`config.mk`:
```
export PLATFORM = sky130hd
export DESIGN_NAME = driver_emulator
export DESIGN_NICKNAME = d
export VERILOG_FILES = /design/src/rtl/driver_pkg.sv /design/src/rtl/pin_sync_edge.sv /design/src/rtl/driver_emulator.sv
export SDC_FILE = /design/constraint.sdc
export NUM_CORES = 2
export LEC_CHECK = 0
export ABC_AREA = 1
export CAP_MARGIN = 20
export CORE_UTILIZATION = 40
export DETAILED_ROUTE_END_ITERATION = 8
export PLACE_DENSITY_LB_ADDON = 0.3
export SLEW_MARGIN = 20
export SYNTH_ARGS = -nofsm -noshare
export SYNTH_HDL_FRONTEND = slang
export SYNTH_HIERARCHICAL = 1
export SYNTH_SLANG_ARGS = --single-unit
```
`constraint.sdc`:
```
create_clock -name clk_hse -period 33.4 [get_ports clk_hse]
set_input_delay 6.68 -clock clk_hse [delete_from_list [all_inputs] [get_ports clk_hse]]
set_output_delay 6.68 -clock clk_hse [all_outputs]
set_load 0.1 [all_outputs]
```
`src/rtl/driver_pkg.sv`:
```
// driver_pkg: command table and link constants shared by the LED-driver
// controller and its receive-side emulator.
//   WORD_WIDTH          bits per SIN word (config or GS)
//   GS_WORDS            GS words per segment (8 WRTGS + 1 LATGS)
//   SEG_GCLKS           GCLK pulses per display segment
//   BLANK_GCLKS         GCLK pulses of blanking per segment
//   NO_LAT..FCWRTEN     LAT command codes (SCLK rises seen while LAT is high)
//   drv_state_e         receive-side command FSM states
package driver_pkg;

  localparam int unsigned WORD_WIDTH  = 48;
  localparam int unsigned GS_WORDS    = 9;
  localparam int unsigned SEG_GCLKS   = 512;
  localparam int unsigned BLANK_GCLKS = 72;

  localparam logic [4:0] NO_LAT  = 5'd0;
  localparam logic [4:0] WRTGS   = 5'd1;
  localparam logic [4:0] LATGS   = 5'd3;
  localparam logic [4:0] WRTFC   = 5'd5;
  localparam logic [4:0] FCWRTEN = 5'd15;

  localparam logic [4:0] LAT_CNT_MAX = 5'd31;

  typedef enum logic [1:0] {
    StIdle,
    StCount,
    StDecode
  } drv_state_e;

  // Saturating increment of the LAT edge counter.
  function automatic logic [4:0] lat_cnt_inc(input logic [4:0] cnt);
    return (cnt == LAT_CNT_MAX) ? cnt : cnt + 5'd1;
  endfunction

endpackage

```
`src/rtl/pin_sync_edge.sv`:
```
// pin_sync_edge: 2-FF synchronizer plus rise/fall detection for one pin.
//   i_clk   sampling clock
//   i_rst   synchronous reset, active-high; clears all sync state to 0
//   i_pin   asynchronous pin input
//   o_sync  synchronized pin level
//   o_rise  one-cycle pulse when the synced level goes 0 -> 1
//   o_fall  one-cycle pulse when the synced level goes 1 -> 0
module pin_sync_edge (
  input  logic i_clk,
  input  logic i_rst,
  input  logic i_pin,
  output logic o_sync,
  output logic o_rise,
  output logic o_fall
);

  logic r_meta;
  logic r_sync;
  logic r_prev;

  always_ff @(posedge i_clk) begin
    if (i_rst) begin
      r_meta <= 1'b0;
      r_sync <= 1'b0;
      r_prev <= 1'b0;
    end else begin
      r_meta <= i_pin;
      r_sync <= r_meta;
      r_prev <= r_sync;
    end
  end

  assign o_sync = r_sync;
  assign o_rise = r_sync & ~r_prev;
  assign o_fall = ~r_sync & r_prev;

endmodule

```
`src/rtl/driver_emulator.sv`:
```
// driver_emulator: receive side of the SCLK/GCLK/LAT/SIN LED-driver link for
// one SIN lane. Oversamples the pins on clk_hse, decodes LAT commands by the
// number of SCLK rises seen while LAT is high, holds the config latch and the
// double-buffered GS banks, and counts GCLK pulses per segment.
//   clk_hse         sampling clock (>= 4x SCLK/GCLK)
//   rst             synchronous reset, active-high
//   driver_sclk/gclk/lat/sin  controller pins
//   gs_rd_addr      bank-2 read address
//   gs_rd_dat       bank-2 word, registered, 1-cycle latency; 0 when out of range
//   gs_frame_valid  pulse when LATGS completes
//   conf_dat        last config word accepted by WRTFC
//   conf_valid      pulse when conf_dat updates
//   gclk_count      GCLK rises counted in the previous segment
//   last_cmd        LAT edge count of the most recent command
//   cmd_error       sticky error flag, cleared only by rst
module driver_emulator #(
  parameter int unsigned WORD_WIDTH     = driver_pkg::WORD_WIDTH,
  parameter int unsigned GS_WORDS       = driver_pkg::GS_WORDS,
  parameter int unsigned ADDR_WIDTH     = 4,
  parameter int unsigned GCLK_CNT_WIDTH = 11
) (
  input  logic                      clk_hse,
  input  logic                      rst,
  input  logic                      driver_sclk,
  input  logic                      driver_gclk,
  input  logic                      driver_lat,
  input  logic                      driver_sin,
  input  logic [ADDR_WIDTH-1:0]     gs_rd_addr,
  output logic [WORD_WIDTH-1:0]     gs_rd_dat,
  output logic                      gs_frame_valid,
  output logic [WORD_WIDTH-1:0]     conf_dat,
  output logic                      conf_valid,
  output logic [GCLK_CNT_WIDTH-1:0] gclk_count,
  output logic [4:0]                last_cmd,
  output logic                      cmd_error
);

  import driver_pkg::*;

  localparam logic [ADDR_WIDTH-1:0] LastPtr = ADDR_WIDTH'(GS_WORDS - 1);

  logic w_sclk_sync, w_sclk_rise, w_sclk_fall;
  logic w_gclk_sync, w_gclk_rise, w_gclk_fall;
  logic w_lat_sync, w_lat_rise, w_lat_fall;
  logic w_sin_sync, w_sin_rise, w_sin_fall;
  logic w_unused;

  pin_sync_edge u_sync_sclk (
    .i_clk  (clk_hse),
    .i_rst  (rst),
    .i_pin  (driver_sclk),
    .o_sync (w_sclk_sync),
    .o_rise (w_sclk_rise),
    .o_fall (w_sclk_fall)
  );

  pin_sync_edge u_sync_gclk (
    .i_clk  (clk_hse),
    .i_rst  (rst),
    .i_pin  (driver_gclk),
    .o_sync (w_gclk_sync),
    .o_rise (w_gclk_rise),
    .o_fall (w_gclk_fall)
  );

  pin_sync_edge u_sync_lat (
    .i_clk  (clk_hse),
    .i_rst  (rst),
    .i_pin  (driver_lat),
    .o_sync (w_lat_sync),
    .o_rise (w_lat_rise),
    .o_fall (w_lat_fall)
  );

  pin_sync_edge u_sync_sin (
    .i_clk  (clk_hse),
    .i_rst  (rst),
    .i_pin  (driver_sin),
    .o_sync (w_sin_sync),
    .o_rise (w_sin_rise),
    .o_fall (w_sin_fall)
  );

  assign w_unused = ^{w_sclk_sync, w_sclk_fall, w_gclk_sync, w_gclk_fall, w_sin_rise, w_sin_fall};

  drv_state_e                r_state;
  logic [WORD_WIDTH-1:0]     r_shift;
  logic [WORD_WIDTH-1:0]     r_bank1 [GS_WORDS];
  logic [WORD_WIDTH-1:0]     r_bank2 [GS_WORDS];
  logic [ADDR_WIDTH-1:0]     r_wr_ptr;
  logic [4:0]                r_lat_cnt;
  logic [4:0]                r_cmd;
  logic                      r_fc_en;
  logic [GCLK_CNT_WIDTH-1:0] r_gclk_cnt;

  logic [WORD_WIDTH-1:0]     r_gs_rd_dat;
  logic                      r_gs_frame_valid;
  logic [WORD_WIDTH-1:0]     r_conf_dat;
  logic                      r_conf_valid;
  logic [GCLK_CNT_WIDTH-1:0] r_gclk_count;
  logic [4:0]                r_last_cmd;
  logic                      r_cmd_error;

  // SIN shift register, MSB first. Shifts on every synced SCLK rise, including
  // one coincident with the LAT fall.
  always_ff @(posedge clk_hse) begin
    if (rst) begin
      r_shift <= '0;
    end else if (w_sclk_rise) begin
      r_shift <= {r_shift[WORD_WIDTH-2:0], w_sin_sync};
    end
  end

  // Command FSM with registered decode outputs, bank storage and GCLK counter.
  always_ff @(posedge clk_hse) begin
    if (rst) begin
      r_state          <= StIdle;
      r_wr_ptr         <= '0;
      r_lat_cnt        <= '0;
      r_cmd            <= '0;
      r_fc_en          <= 1'b0;
      r_gclk_cnt       <= '0;
      r_gs_frame_valid <= 1'b0;
      r_conf_dat       <= '0;
      r_conf_valid     <= 1'b0;
      r_gclk_count     <= '0;
      r_last_cmd       <= '0;
      r_cmd_error      <= 1'b0;
      for (int unsigned i = 0; i < GS_WORDS; i++) begin
        r_bank1[i] <= '0;
        r_bank2[i] <= '0;
      end
    end else begin
      r_gs_frame_valid <= 1'b0;
      r_conf_valid     <= 1'b0;

      if (w_gclk_rise && (r_gclk_cnt != '1)) begin
        r_gclk_cnt <= r_gclk_cnt + 1'b1;
      end

      // A LAT fall sample has synced LAT low, so a coincident SCLK rise is not counted.
      if (w_sclk_rise && w_lat_sync) begin
        r_lat_cnt <= lat_cnt_inc(r_lat_cnt);
      end

      unique case (r_state)
        StIdle: begin
          if (w_lat_rise) begin
            r_state <= StCount;
          end
        end
        StCount: begin
          if (w_lat_fall) begin
            r_state   <= StDecode;
            r_cmd     <= r_lat_cnt;
            r_lat_cnt <= '0;
          end
        end
        StDecode: begin
          r_state    <= StIdle;
          r_last_cmd <= r_cmd;
          case (r_cmd)
            WRTGS: begin
              // The last slot is reserved for the LATGS word.
              if (r_wr_ptr == LastPtr) begin
                r_cmd_error <= 1'b1;
              end else begin
                r_bank1[r_wr_ptr] <= r_shift;
                r_wr_ptr          <= r_wr_ptr + 1'b1;
              end
            end
            LATGS: begin
              r_bank1[r_wr_ptr] <= r_shift;
              // Bank 2 takes bank 1 with the incoming word bypassed in.
              for (int unsigned i = 0; i < GS_WORDS; i++) begin
                r_bank2[i] <= (ADDR_WIDTH'(i) == r_wr_ptr) ? r_shift : r_bank1[i];
              end
              r_wr_ptr         <= '0;
              r_gs_frame_valid <= 1'b1;
              r_gclk_count     <= r_gclk_cnt;
              // A GCLK rise in the decode cycle belongs to the new segment.
              r_gclk_cnt       <= {{(GCLK_CNT_WIDTH-1){1'b0}}, w_gclk_rise};
            end
            FCWRTEN: begin
              r_fc_en <= 1'b1;
            end
            WRTFC: begin
              if (r_fc_en) begin
                r_conf_dat   <= r_shift;
                r_conf_valid <= 1'b1;
                r_fc_en      <= 1'b0;
              end else begin
                r_cmd_error <= 1'b1;
              end
            end
            NO_LAT: begin
              r_cmd_error <= 1'b1;
            end
            default: begin
              r_cmd_error <= 1'b1;
            end
          endcase
        end
        default: begin
          r_state <= StIdle;
        end
      endcase
    end
  end

  always_ff @(posedge clk_hse) begin
    if (rst) begin
      r_gs_rd_dat <= '0;
    end else if (gs_rd_addr <= LastPtr) begin
      r_gs_rd_dat <= r_bank2[gs_rd_addr];
    end else begin
      r_gs_rd_dat <= '0;
    end
  end

  assign gs_rd_dat      = r_gs_rd_dat;
  assign gs_frame_valid = r_gs_frame_valid;
  assign conf_dat       = r_conf_dat;
  assign conf_valid     = r_conf_valid;
  assign gclk_count     = r_gclk_count;
  assign last_cmd       = r_last_cmd;
  assign cmd_error      = r_cmd_error;

endmodule

```
# Word level (Yosys, flattened, before mapping)
# Memories as Yosys holds them, arrays and structs flattened. A register that Yosys moved wholly into a read port is not among the register bits.
# Index checks and enable logic that the tools add are counted.
# totals
ff_bits	154
mem_bits_rw	864
in_bits	10
output_inout_bits	115
elab_cells	141
mem_count	2
# mem_list
name	words	word_bits	read_ports	rd_clocked_by_memory_dff	write_ports	line_no	source
r_bank1	9	48	9	0	9	driver_emulator.sv:88	logic [WORD_WIDTH-1:0] r_bank1 [GS_WORDS];
r_bank2	9	48	1	1	9	driver_emulator.sv:89	logic [WORD_WIDTH-1:0] r_bank2 [GS_WORDS];
# op_classes
addsub	3
magnitude_cmp	1
eq_ne	22
muxes	50
n_bitwise	22
n_reduce_logical	17
# ops
op	count
two-way mux 48 bit	20
OR reduction 48 bit	1
two-way mux 11 bit	3
two-way mux 5 bit	4
equality test 3 x 4 -> 1 bit, first input constant	4
two-way mux 1 bit	15
adder 11 x 1 -> 11 bit, second input constant	1
!= test 11 bit, second input constant	1
OR 1 bit	10
equality test 2 x 4 -> 1 bit, first input constant	2
two-way mux 4 bit	2
inverter 1 bit	8
one-hot mux 4 bit (2 select lines)	1
AND reduction 2 bit	4
!= test 2 bit, second input constant	3
AND reduction 3 bit	2
adder 5 x 1 -> 5 bit, second input constant	1
equality test 5 x 1 -> 1 bit, second input constant	1
equality test 5 x 2 -> 1 bit, second input constant	1
equality test 5 x 3 -> 1 bit, second input constant	1
equality test 5 x 4 -> 1 bit, second input constant	1
equality test 5 bit, second input constant	1
adder 4 x 1 -> 4 bit, second input constant	1
bitwise AND 1 bit	4
18 further kinds	23

# Depth between registers and ports, before layout
# depth
word_depth	9
ltp_mapped	10
mapped_depth_nobuf	8

# Hierarchy
# Netlist, hierarchy kept.
# by_module_without_submodules
module	n_inst	cells_each	area_each_um2	seq_area_each_um2
driver_emulator	1	4516	44685.4	29768.6
pin_sync_edge	4	12	93.8	60.1

# Worst setup path before layout
# OpenSTA, ideal clock, no wires.
# synth_timing
path_kind	input port to flip-flop
startpoint	input port rst
endpoint	memory r_bank2[0][0], enable pin
setup_ns	0.781
arrival_time_ns	15.513
required_ns	32.619
path_slack_ns	17.106
cell_stages	3
path_buffers	1
path_cell_list	clkbuf_1 -> nor2_1 -> inv_1
# synth_lines
element	line_no	source
start: declaration	driver_emulator.sv:23	input logic rst,
end: declaration	driver_emulator.sv:89	

==> out/results.md <==
* antenna violations before repair: 4
* PD cells: 56.5 nW/um^2
* first-pass GRT wire length: 201,000 um
* Reg2Reg Setup Slack: 28.48 ns
* master cell of the clock root buffer: clkbuf_16
* count of yosys warnings during synthesis: 6
* arrival time reported for the critical path endpoint: 11.03 ns
* initial standard-cell utilization of the core: 0.405
* worst setup path category: in2reg
* maximum number of pins on one net before global-route repair: 183
* reported max-cap violation count: 0
* Worst Setup End Kind: flip-flop
* IO buf count: 124
* sink count of the clock tree: 1,066
* clock latency reported for the late side of the worst-skew pair: 0.69 ns
* Post-layout nets: 4,502
* IO Count: 125
* vias: 32,900
* worst-margin pin slew: 1.17 ns
* TritonCTS clock tree: done
* overall track demand over capacity in global routing: 0.237
* Static Leak: 17.7 nW
* hold buffer count at CTS: 0
* status: finished clean
* fin crit share: 0.319
* Area growth syn-to-layout: 12.0%
* aggregate negative setup slack: 0 ns
* core area: 111,000 sq um
* number of buffers inserted during clock tree synthesis: 101
* antenna viol nets, final: 0
* element type at the critical path start: input pin
* Sequential Power Share: 0.527
* average cell area after synthesis: 9.88 sq um
* H-Tree Level Count: 3
* First DRT Iteration DRCs: 3,625
* GP Congestion: 0.829
* fraction of final layout cells sized beyond drive strength 1: 0.0601
* highest clock frequency the design can meet: 93.9 MHz
* Hold Path Class: reg2reg
* Reg clk slew, reported paths: 0.06 ns
* sum of routed wire length over all layers: 136,000 um
* GRT overflow: 0
* utilization of the core after routing: 0.454
* estimated wirelength of the detail-placed design: 69,400 um
* endpoints failing setup: 0
* combinational power share: 0.050
* floorplan row count: 122
* setup clock skew after layout: 0.0244 ns
* fin crit period: 10.65 ns
* proportion of power drawn by the clock network: 0.423
* drt pass-1 iters: 5
* unrepaired setup endpoints after global routing: no
* Power Internal: 0.00219 W
* net switching fraction of the power: 0.230
* fill cell instance count of the final layout: 10,500
* number of pins exceeding their max-slew limit in the final report: 0
* IR drop worst, VDD: 47.9 uV
* worst-case clock buffer depth: 3
* setup bufs post-CTS: 0
* Crit Path Max Fanout: 108
* P_sw: 0.000653 W
* routed via count divided by cell count: 5.43
* via count of the first global-routing pass: 30,900
* Syn Nets: 4,570
* CTS resizes: 0
* chip width: 337 um
* mean routed wirelength per cell: 22.4 um
* Post-Synthesis Cells: 4,554
* Power Total: 0.00285 W
* relative slew slack: 0.223
* Final Hold Vio Count: 0
* Inserted Diodes: 0
* Post-Synthesis Cell Area: 45,000 sq um
* data required time of the worst path: 33.78 ns
* DRC violation count after routing: 0
* Total Die Area: 114,000 sq um
* die height: 337 um
worst max-delay path, stage by stage:
cell and delay [ns]:
clkdlybuf4s50_1 0.45, buf_4 0.26, inv_4 0.25, nand2_8 0.60
buf_4 0.72, buf_4 0.77, buf_4 0.95, nor2_1 0.09
area by class of cell:
cell class | instances | area, sq um | area share
flip-flops and latches | 1066 | 30000 | 0.595
multi-input cells | 2994 | 12900 | 0.255
clock buffers | 144 | 3000 | 0.0596
well taps | 1488 | 1860 | 0.0369
repair buffers | 178 | 1650 | 0.0328
inverters | 145 | 564 | 0.0112
clock inverters | 47 | 458 | 0.00909
per-stage QoR:
step | cells | cell area [sq um] | hold slack [ns] | setup slack, ns
2_1_floorplan | 4554 | 45000 | 0.388 | 17.11
3_3_place_gp | 5871 | 46900 | 0.389 | 22.15
3_5_place_dp | 5871 | 46900 | 0.395 | 22.10
4_1_cts | 6062 | 50400 | 0.404 | 22.83
5_1_grt | 6062 | 50400 | 0.417 | 22.46
6_report | 6062 | 50400 | 0.403 | 22.75
final timing paths:
kind,from,end,cells past startpoint
hold / removal,u_sync_lat/r_meta$_SDFF_PP0_,u_sync_lat/o_sync$_SDFF_PP0_,2
hold reg to reg,u_sync_lat/r_meta$_SDFF_PP0_,u_sync_lat/o_sync$_SDFF_PP0_,2
setup reg to reg,r_wr_ptr[0]$_SDFFE_PP0P_,r_bank1[5][11]$_SDFFCE_PN0P_,10
setup / recovery,rst,r_bank1[5][11]$_SDFFCE_PN0P_,8
cell usage in the layout, fill, tap and decap left out, drive strengths merged:
| cell type | count |
|---|---|
| a21oi | 470 |
| nand4 | 8 |
| nand2 | 1338 |
| a2111oi | 1 |
| o21ai | 195 |
| xor2 | 5 |
| nor3 | 1 |
| clkbuf | 144 |
| nand3b | 1 |
| inv | 146 |
| ha | 6 |
| a31oi | 1 |
| nand3 | 316 |
| o22ai | 4 |
| clkdlybuf4s50 | 121 |
| clkinvlp | 4 |
| edfxtp | 864 |
| a211oi | 1 |
| bufinv | 8 |
| dfxtp | 202 |
| a31o | 1 |
| nor2 | 646 |
| buf | 57 |
| clkinv | 34 |
routing by layer:
layer	track usage	wire length [um]
met5	0	49
met1	0.337	56800
met2	0.375	63000
met3	0.0361	12800
met4	0.0672	3060
state kept, by name, summed over array words and instances, names as in the netlist, 2 cells and up:
signal / cells
r_lat_cnt: 5
last_cmd: 5
gclk_count: 11
r_bank1: 432
conf_dat: 48
r_bank2: 432
r_cmd: 5
gs_rd_dat: 48
r_gclk_cnt: 11
r_shift: 48
r_state: 2
r_wr_ptr: 4
power groups by stage:
stage,clock network (W),logic (W),registers [W]
after floorplan,0,0.0000719,0.00155
after global placement,0,0.000140,0.00153
after detailed placement,0,0.000141,0.00153
after CTS,0.00121,0.000142,0.00150
after global routing,0.00126,0.000151,0.00150
final,0.00120,0.000142,0.00150
Power figures use the tool's default switching activity.
